[src/rtl/rv_mem_port_arbiter_if.sv]
// Bus bundle for the memory port arbiter: three requesters plus the RAM port.
// The arbiter takes the slave side; the requesters/RAM model take the master side.
interface rv_mem_port_arbiter_if #(
    parameter int XLEN      = 32,
    parameter int ADDR_BITS = 16
);
    localparam int NB  = XLEN / 8;
    localparam int OFF = $clog2(NB);
    localparam int WA  = ADDR_BITS - OFF;

    logic            ocd_read_enable;
    logic            ocd_write_enable;
    logic [WA-1:0]   ocd_rw_addr;
    logic [XLEN-1:0] ocd_write_word;
    logic            code_read_enable;
    logic [WA-1:0]   code_read_addr;
    logic            data_read_enable;
    logic            data_write_enable;
    logic [1:0]      data_size;
    logic            data_unsigned;
    logic [ADDR_BITS-1:0] data_rw_addr;
    logic [XLEN-1:0] data_write_word;

    logic            grant_ocd;
    logic            grant_code;
    logic            grant_data;
    logic            enable_out;
    logic [1:0]      source_out;
    logic [XLEN-1:0] word_out;
    logic            misaligned_err;

    logic [WA-1:0]   mem_addr;
    logic            mem_read_enable;
    logic [NB-1:0]   mem_write_en;
    logic [XLEN-1:0] mem_write_data;
    logic [XLEN-1:0] mem_read_data;

    modport slave (
        input  ocd_read_enable, ocd_write_enable, ocd_rw_addr, ocd_write_word,
        input  code_read_enable, code_read_addr,
        input  data_read_enable, data_write_enable, data_size, data_unsigned,
        input  data_rw_addr, data_write_word, mem_read_data,
        output grant_ocd, grant_code, grant_data,
        output enable_out, source_out, word_out, misaligned_err,
        output mem_addr, mem_read_enable, mem_write_en, mem_write_data
    );

    modport master (
        output ocd_read_enable, ocd_write_enable, ocd_rw_addr, ocd_write_word,
        output code_read_enable, code_read_addr,
        output data_read_enable, data_write_enable, data_size, data_unsigned,
        output data_rw_addr, data_write_word, mem_read_data,
        input  grant_ocd, grant_code, grant_data,
        input  enable_out, source_out, word_out, misaligned_err,
        input  mem_addr, mem_read_enable, mem_write_en, mem_write_data
    );
endinterface

[src/rtl/rv_mem_port_arbiter.sv]
// Fixed-priority OCD > fetch > load/store arbiter onto one RAM port,
// with store lane steering, tagged read-return pipeline and load formatting.
module rv_mem_port_arbiter #(
    parameter int XLEN         = 32,
    parameter int ADDR_BITS    = 16,
    parameter int READ_LATENCY = 1
) (
    input logic clk,
    input logic reset,
    input logic sync_reset,
    rv_mem_port_arbiter_if.slave bus
);
    localparam int NB  = XLEN / 8;
    localparam int OFF = $clog2(NB);
    localparam int WA  = ADDR_BITS - OFF;

    localparam logic [1:0] SRC_OCD  = 2'd0;
    localparam logic [1:0] SRC_CODE = 2'd1;
    localparam logic [1:0] SRC_DATA = 2'd2;

    typedef struct packed {
        logic           vld;
        logic [1:0]     src;
        logic [OFF-1:0] off;
        logic [1:0]     size;
        logic           uns;
    } tag_t;

    logic            w_ocd_req;
    logic            w_code_req;
    logic            w_data_req;
    logic            w_mis;
    logic [OFF-1:0]  w_off;
    logic [WA-1:0]   w_daddr;
    logic [NB-1:0]   w_be;
    logic [XLEN-1:0] w_wdata;
    logic            w_re;
    logic [1:0]      w_src;
    tag_t            w_tag_in;
    tag_t            w_tail;
    logic [XLEN-1:0] w_sh;

    tag_t            r_pipe [READ_LATENCY];
    logic            r_mis;

    assign w_ocd_req  = bus.ocd_read_enable | bus.ocd_write_enable;
    assign w_code_req = bus.code_read_enable;
    assign w_data_req = bus.data_read_enable | bus.data_write_enable;
    assign w_off      = bus.data_rw_addr[OFF-1:0];
    assign w_daddr    = bus.data_rw_addr[ADDR_BITS-1:OFF];

    assign bus.grant_ocd  = w_ocd_req;
    assign bus.grant_code = w_code_req & ~w_ocd_req;
    assign bus.grant_data = w_data_req & ~w_ocd_req & ~w_code_req;

    // Natural-alignment check and store lane steering for the data port.
    always_comb begin
        w_mis   = 1'b0;
        w_be    = '0;
        w_wdata = bus.data_write_word;
        unique case (bus.data_size)
            2'd0: begin
                w_be    = NB'(1) << w_off;
                w_wdata = {NB{bus.data_write_word[7:0]}};
            end
            2'd1: begin
                w_mis   = w_off[0];
                w_be    = NB'(3) << w_off;
                w_wdata = {(NB/2){bus.data_write_word[15:0]}};
            end
            2'd2: begin
                w_mis   = (w_off[1:0] != 2'b00);
                w_be    = NB'(4'hF) << w_off;
                w_wdata = {(XLEN/32){bus.data_write_word[31:0]}};
            end
            default: begin
                w_mis   = (XLEN == 32) ? 1'b1 : (w_off != '0);
                w_be    = '1;
                w_wdata = bus.data_write_word;
            end
        endcase
    end

    // RAM port mux driven by whichever requester holds the grant.
    always_comb begin
        bus.mem_addr       = w_daddr;
        bus.mem_write_data = w_wdata;
        bus.mem_write_en   = '0;
        w_re               = 1'b0;
        w_src              = SRC_DATA;
        if (w_ocd_req) begin
            bus.mem_addr       = bus.ocd_rw_addr;
            bus.mem_write_data = bus.ocd_write_word;
            w_src              = SRC_OCD;
            if (bus.ocd_write_enable) begin
                bus.mem_write_en = '1;
            end else begin
                w_re = 1'b1;
            end
        end else if (w_code_req) begin
            bus.mem_addr = bus.code_read_addr;
            w_src        = SRC_CODE;
            w_re         = 1'b1;
        end else if (w_data_req && !w_mis) begin
            if (bus.data_write_enable) begin
                bus.mem_write_en = w_be;
            end else begin
                w_re = 1'b1;
            end
        end
        if (sync_reset) begin
            w_re             = 1'b0;
            bus.mem_write_en = '0;
        end
    end

    assign bus.mem_read_enable = w_re;

    assign w_tag_in = '{vld:  w_re,
                        src:  w_src,
                        off:  w_off,
                        size: bus.data_size,
                        uns:  bus.data_unsigned};

    // Return tag pipeline and misalignment pulse register.
    always_ff @(posedge clk or posedge reset) begin
        if (reset) begin
            for (int i = 0; i < READ_LATENCY; i++) begin
                r_pipe[i] <= '0;
            end
            r_mis <= 1'b0;
        end else if (sync_reset) begin
            for (int i = 0; i < READ_LATENCY; i++) begin
                r_pipe[i].vld <= 1'b0;
            end
            r_mis <= 1'b0;
        end else begin
            r_pipe[0] <= w_tag_in;
            for (int i = 1; i < READ_LATENCY; i++) begin
                r_pipe[i] <= r_pipe[i-1];
            end
            r_mis <= bus.grant_data & w_mis;
        end
    end

    assign w_tail             = r_pipe[READ_LATENCY-1];
    assign bus.enable_out     = w_tail.vld;
    assign bus.source_out     = w_tail.src;
    assign bus.misaligned_err = r_mis;
    assign w_sh = bus.mem_read_data >> {w_tail.off, 3'b000};

    // Load formatting: shift the addressed bytes down, then extend.
    always_comb begin
        bus.word_out = bus.mem_read_data;
        if (w_tail.src == SRC_DATA) begin
            unique case (w_tail.size)
                2'd0: bus.word_out = w_tail.uns ? XLEN'(w_sh[7:0])
                                                : XLEN'($signed(w_sh[7:0]));
                2'd1: bus.word_out = w_tail.uns ? XLEN'(w_sh[15:0])
                                                : XLEN'($signed(w_sh[15:0]));
                2'd2: bus.word_out = w_tail.uns ? XLEN'(w_sh[31:0])
                                                : XLEN'($signed(w_sh[31:0]));
                default: bus.word_out = w_sh;
            endcase
        end
    end
endmodule

[src/flat_wrapper.sv]
// flat-port wrapper written by rule: the top's interface ports become plain ports
module rv_mem_port_arbiter_flat 
#(
    parameter int XLEN         = 32,
    parameter int ADDR_BITS    = 16,
    parameter int READ_LATENCY = 1
)
  (clk, reset, sync_reset, bus_ocd_read_enable, bus_ocd_write_enable, bus_ocd_rw_addr, bus_ocd_write_word, bus_code_read_enable, bus_code_read_addr, bus_data_read_enable, bus_data_write_enable, bus_data_size, bus_data_unsigned, bus_data_rw_addr, bus_data_write_word, bus_mem_read_data, bus_grant_ocd, bus_grant_code, bus_grant_data, bus_enable_out, bus_source_out, bus_word_out, bus_misaligned_err, bus_mem_addr, bus_mem_read_enable, bus_mem_write_en, bus_mem_write_data);
  rv_mem_port_arbiter_if #(.XLEN(XLEN), .ADDR_BITS(ADDR_BITS)) bus_i ();
  input logic clk;
  input logic reset;
  input logic sync_reset;
  input wire logic [$bits(bus_i.ocd_read_enable)-1:0] bus_ocd_read_enable;
  input wire logic [$bits(bus_i.ocd_write_enable)-1:0] bus_ocd_write_enable;
  input wire logic [$bits(bus_i.ocd_rw_addr)-1:0] bus_ocd_rw_addr;
  input wire logic [$bits(bus_i.ocd_write_word)-1:0] bus_ocd_write_word;
  input wire logic [$bits(bus_i.code_read_enable)-1:0] bus_code_read_enable;
  input wire logic [$bits(bus_i.code_read_addr)-1:0] bus_code_read_addr;
  input wire logic [$bits(bus_i.data_read_enable)-1:0] bus_data_read_enable;
  input wire logic [$bits(bus_i.data_write_enable)-1:0] bus_data_write_enable;
  input wire logic [$bits(bus_i.data_size)-1:0] bus_data_size;
  input wire logic [$bits(bus_i.data_unsigned)-1:0] bus_data_unsigned;
  input wire logic [$bits(bus_i.data_rw_addr)-1:0] bus_data_rw_addr;
  input wire logic [$bits(bus_i.data_write_word)-1:0] bus_data_write_word;
  input wire logic [$bits(bus_i.mem_read_data)-1:0] bus_mem_read_data;
  output wire logic [$bits(bus_i.grant_ocd)-1:0] bus_grant_ocd;
  output wire logic [$bits(bus_i.grant_code)-1:0] bus_grant_code;
  output wire logic [$bits(bus_i.grant_data)-1:0] bus_grant_data;
  output wire logic [$bits(bus_i.enable_out)-1:0] bus_enable_out;
  output wire logic [$bits(bus_i.source_out)-1:0] bus_source_out;
  output wire logic [$bits(bus_i.word_out)-1:0] bus_word_out;
  output wire logic [$bits(bus_i.misaligned_err)-1:0] bus_misaligned_err;
  output wire logic [$bits(bus_i.mem_addr)-1:0] bus_mem_addr;
  output wire logic [$bits(bus_i.mem_read_enable)-1:0] bus_mem_read_enable;
  output wire logic [$bits(bus_i.mem_write_en)-1:0] bus_mem_write_en;
  output wire logic [$bits(bus_i.mem_write_data)-1:0] bus_mem_write_data;
  assign bus_i.ocd_read_enable = bus_ocd_read_enable;
  assign bus_i.ocd_write_enable = bus_ocd_write_enable;
  assign bus_i.ocd_rw_addr = bus_ocd_rw_addr;
  assign bus_i.ocd_write_word = bus_ocd_write_word;
  assign bus_i.code_read_enable = bus_code_read_enable;
  assign bus_i.code_read_addr = bus_code_read_addr;
  assign bus_i.data_read_enable = bus_data_read_enable;
  assign bus_i.data_write_enable = bus_data_write_enable;
  assign bus_i.data_size = bus_data_size;
  assign bus_i.data_unsigned = bus_data_unsigned;
  assign bus_i.data_rw_addr = bus_data_rw_addr;
  assign bus_i.data_write_word = bus_data_write_word;
  assign bus_i.mem_read_data = bus_mem_read_data;
  assign bus_grant_ocd = bus_i.grant_ocd;
  assign bus_grant_code = bus_i.grant_code;
  assign bus_grant_data = bus_i.grant_data;
  assign bus_enable_out = bus_i.enable_out;
  assign bus_source_out = bus_i.source_out;
  assign bus_word_out = bus_i.word_out;
  assign bus_misaligned_err = bus_i.misaligned_err;
  assign bus_mem_addr = bus_i.mem_addr;
  assign bus_mem_read_enable = bus_i.mem_read_enable;
  assign bus_mem_write_en = bus_i.mem_write_en;
  assign bus_mem_write_data = bus_i.mem_write_data;
  rv_mem_port_arbiter #(.XLEN(XLEN), .ADDR_BITS(ADDR_BITS), .READ_LATENCY(READ_LATENCY)) u_core (.clk(clk), .reset(reset), .sync_reset(sync_reset), .bus(bus_i));
endmodule
[config.mk]
export PLATFORM = sky130hd
export DESIGN_NAME = rv_mem_port_arbiter_flat
export DESIGN_NICKNAME = d
export VERILOG_FILES = /design/src/rtl/rv_mem_port_arbiter_if.sv /design/src/rtl/rv_mem_port_arbiter.sv /design/src/flat_wrapper.sv
export SDC_FILE = /design/constraint.sdc
export NUM_CORES = 1
export LEC_CHECK = 0
export ABC_AREA = 1
export CORE_UTILIZATION = 33
export CTS_CLUSTER_DIAMETER = 100
export CTS_CLUSTER_SIZE = 30
export DETAILED_ROUTE_END_ITERATION = 8
export GPL_ROUTABILITY_DRIVEN = 0
export HOLD_SLACK_MARGIN = 0.1
export PLACE_DENSITY = 0.83
export SLEW_MARGIN = 15
export SYNTH_ARGS = -nofsm -noshare
export SYNTH_HDL_FRONTEND = slang
export SYNTH_SLANG_ARGS = --single-unit
[constraint.sdc]
create_clock -name clk -period 1.9 [get_ports clk]
set_input_delay 0.38 -clock clk [delete_from_list [all_inputs] [get_ports clk]]
set_output_delay 0.38 -clock clk [all_outputs]
set_load 0.05 [all_outputs]
==> results.md, run 1 <==
- CTS buffer count: 3
- Synth area leader: nand2_1
- CTS sink cnt: 9
- Ranking of synthesized cells by area: nand2_1, nand3_1, dfrtp_1
- Largest net degree at the start of global routing: 29
- Clock root cell: clkbuf_8
- Mapped cell area: 2820 sq um
- Io pins: 241
- Count leader, synth: nand2_1
- Worst ep type: output port
- Status: aborted with a tool error
- Placed inst area: 6370 sq um
- Top post-synthesis cells by count: nand2_1, nand3_1, inv_1
- Distinct cells, synth: 28
- Die width: 94.5 microns
- Synth top area share: 28.1%
- Dpl hpwl: 12000 microns
- Syn_nets: 702
- Sequential share of the synthesized area: 7.98%
- Log Error: [ERROR DPL-0038] Utilization greater than 100%, impossible to legalize
- Synth warn: 0
- Last stage the flow got to: 5_1_grt
- CTS H-tree lvls: 1
- CTS max path bufs: 2
- Synth Register Bits: 9
- Initial core utilization: 34.2%
- FFs w/ async S/R, synth: 100%
- Number of synthesized flops with an enable pin: 0
- DIE HEIGHT: 94.5 microns
- Synthesized instance count: 546
- FP Rows: 33
- Syn avg cell area: 5.17 sq um
- Prevailing post-synth register cell: dfrtp_1
- Port Buffers: 240
- Worst Endpoint after GRT Repair: bus_word_out[22]
metrics by stage:
step                      std cells  worst slack (ns)  utilization, %
after CTS                       950            -0.140            91.5
after detailed placement        910            -0.578            77.1
after floorplan                 546            -0.239               -
after global placement          910            -0.532            77.1
repair_timing:
action / CTS
pin swaps: 61
hold buffers: 0
resized for setup: 229
setup endpoints to repair: 86
cloned: 9
setup buffers: 29
cell families after synthesis:
logic type               Yosys count  share of synthesized area [%]
AO/OA/AOI/OAI                    106                           19.9
adder cells (fa/ha/maj)            5                           2.22
buffers and inverters             90                           16.2
flip-flops                         9                           7.98
AND/OR/NAND/NOR                  336                           53.8
==> run 2: changes to the inputs <==
--- a/config.mk
+++ b/config.mk
@@ -6,13 +6,10 @@
 export NUM_CORES = 1
 export LEC_CHECK = 0
 export ABC_AREA = 1
-export CORE_UTILIZATION = 33
-export CTS_CLUSTER_DIAMETER = 100
-export CTS_CLUSTER_SIZE = 30
+export CORE_UTILIZATION = 25
 export DETAILED_ROUTE_END_ITERATION = 8
 export GPL_ROUTABILITY_DRIVEN = 0
-export HOLD_SLACK_MARGIN = 0.1
-export PLACE_DENSITY = 0.83
+export PLACE_DENSITY_LB_ADDON = 0.15
 export SLEW_MARGIN = 15
 export SYNTH_ARGS = -nofsm -noshare
 export SYNTH_HDL_FRONTEND = slang
==> run 2 against run 1 <==
  * The flow now finishes, with violations (negative setup slack)
  * Synthesized area unchanged
  * Synthesized cell count unchanged
==> results.md, run 2 <==
- Status: complete, but fails checks
- Failing checks: negative setup slack
- Logic pwr share: 83.3%
- Worst slew margin relative to its limit: 78.0%
- CP max FO: 14
- Core area: 10900 sq um
- DRT Wirelength: 17400 microns
- CTS sink cnt: 9
- Pwr dens: 443 nW/um^2
- DRC Markers: 0
- CTS buffer count: 3
- Synth Register Bits: 9
- Max reg flops: 5
- Post-route cell area: 7980 sq um
- Switching share of power: 48.5%
- Sequential share of power: 6.2%
- Max rail drop VDD: 261 uV
- Number of synthesized flops with an enable pin: 0
- Overall power: 3.54 mW
- Mapped cell area: 2820 sq um
- Largest net degree at the start of global routing: 29
- Clock power frac: 10.4%
- Reg2Reg Setup Slack: 0.95 ns
- Total number of vias: 5009
- Post-layout minimum cycle time: 2.06 ns
- DIE HEIGHT: 108 microns
- Die area: 11700 sq um
- Synth top area share: 28.1%
- Largest register by flop count: u_core.r_pipe
- Max frequency: 0.486 GHz
- Initial antenna violation count: 1
- Drt first pass iters: 5
- FFs w/ async S/R, synth: 100%
- Worst-path clk slew: 0.04 ns
- FP Rows: 38
- Synthesized instance count: 546
- Area growth syn-to-layout: 183%
- Port Buffers: 240
- Count leader, synth: nand2_1
- Clk_lat worst skew: 0.23 ns
- Fin. max-slew vios: 0
- GRT overflow: 0
- Int Pwr: 1.82 mW
- Syn avg cell area: 5.17 sq um
- Distinct cells, synth: 28
- WL/cell: 17.9 microns
- CP Capture Type: output pin
- Initial core utilization: 25.8%
- First-pass GRT wire length: 24400 microns
- CTS H-tree lvls: 1
- Synth area leader: nand2_1
- RSZ-0062 raised after global routing: yes
- CTS tree: yes
- Placed inst area: 6470 sq um
- Sequential share of the synthesized area: 7.98%
- Final hold viol count: 0
- Layout Skew: 0 ns
- Dpl hpwl: 12000 microns
- Max-cap violations: 0
- CTS max path bufs: 2
- CP Data Arrival Time: 1.68 ns
- Syn_nets: 702
- Finish-stage setup viols: 60
- Fraction of layout cells with a size suffix above 1: 47.8%
- LEAKAGE: 3.55 nW
- Via/cell ratio: 5.14
- DRT iter0 DRCs: 366
- Startpoint types: flip-flop
- Clock root cell: clkbuf_16
- ANT nets after route: 0
- Worst Hold Class: input pin to asynchronous set/reset pin
- Final WS setup: -0.157 ns
- Nets: 990
- Die width: 108 microns
- Io pins: 241
- Utilization after layout: 73.0%
- Slew @ Worst Pin: 0.330 ns
- Hold slack: 0.406 ns
- Switch Pwr: 1.71 mW
- Ranking of synthesized cells by area: nand2_1, nand3_1, dfrtp_1
- Synth warn: 0
- Vias in the first global route: 4858
- Setup CP Type: flip-flop to output pin
- GRT Util Overall: 26.6%
- Inst Count DP: 945
- Prevailing post-synth register cell: dfrtp_1
- Layout Cells excl Fill: 974
- CP required: 1.52 ns
- Commonest cells after routing, fill and taps aside: nand2_1, clkdlybuf4s50_1, buf_12
- Top post-synthesis cells by count: nand2_1, nand3_1, inv_1
- Tcrit/Tclk final: 108%
- Commonest non-fill, non-tap cell in the layout: nand2_1
[run 2: cell counts after synthesis]
No cell type changed its count.
[run 2: metal layers]
| metal | vias to the layer above | part of all wire, % | GRT usage [%] |
|---|---|---|---|
| met2 | 298 | 50 | 46.7 |
| met3 | 57 | 10 | 7.41 |
| met5 | - | 0 | 0 |
| met4 | 0 | 3.9 | 10.2 |
| li1 | 2337 | - | - |
| met1 | 2317 | 36 | 30.3 |
[run 2: what timing repair did]
action / 4_1_cts / 5_1_grt
hold buffers: 0 / 0
buffers inserted: 7 / 7
endpoints found under the setup margin: 86 / 79
pin swaps: 41 / 60
cloned: 7 / 6
gates resized for setup: 185 / 119
[run 2: path summary, 6_finish.rpt]
path                                  start               endpoint  cells after the start
setup / recovery           u_core.r_pipe[3]       bus_word_out[29]                      9
hold / removal                        reset  u_core.bus.enable_out                      2
setup reg to reg           u_core.r_pipe[3]       u_core.r_pipe[3]                      3
hold reg to reg            u_core.r_pipe[1]       u_core.r_pipe[1]                      2
max in group asynchronous             reset       u_core.r_pipe[3]                      2
min in group clk           bus_data_size[1]       u_core.r_pipe[2]                      4
[run 2: cells by family (layout without fill, tap and decap cells)]
kind of cell	Yosys count	count (layout)	share of synthesized area, %
other cells	0	1	0
flops	9	9	7.98
buf+inv	90	373	16.2
compound gates	106	106	19.9
simple gates	336	340	53.8
fa+ha+maj	5	5	2.22
[run 2: area by class of cell]
| class | count | area (sq um) |
|---|---|---|
| diodes | 1 | 2.50 |
| clock buffers | 4 | 78.8 |
| repair buffers | 312 | 3910 |
| well taps | 140 | 175 |
| multi-input cells | 451 | 3320 |
| flip-flops and latches | 9 | 226 |
| inverters | 57 | 260 |
| fillers | 790 | 2950 |
[run 2: critical path, stage by stage, from the launching register on]
cell	delay, ns
dfrtp_2	0.45
clkinv_4	0.14
buf_8	0.18
nand2_1	0.08
nor2_1	0.06
nor2_1	0.18
nand3_2	0.11
nand2_2	0.06
inv_1	0.04
buf_6	0.14
[run 2: power by group through the flow]
| stage | Sequential, mW | Clock [mW] | Combinational, mW |
|---|---|---|---|
| floorplan | 0.221 | 0 | 1.26 |
| global placement | 0.220 | 0 | 2.41 |
| detailed placement | 0.221 | 0 | 2.43 |
| CTS | 0.221 | 0.369 | 2.70 |
| global route | 0.222 | 0.379 | 3.07 |
| finish | 0.221 | 0.368 | 2.95 |
[run 2: metrics by stage]
step | setup slack, ns | TNS (ns)
global placement | -0.565 | -25.88
global route | -0.235 | -8.00
CTS | -0.121 | -3.11
detailed placement | -0.582 | -28.20
finish | -0.157 | -5.39
floorplan | -0.239 | -1.89
(Power assumes the default switching activity.)
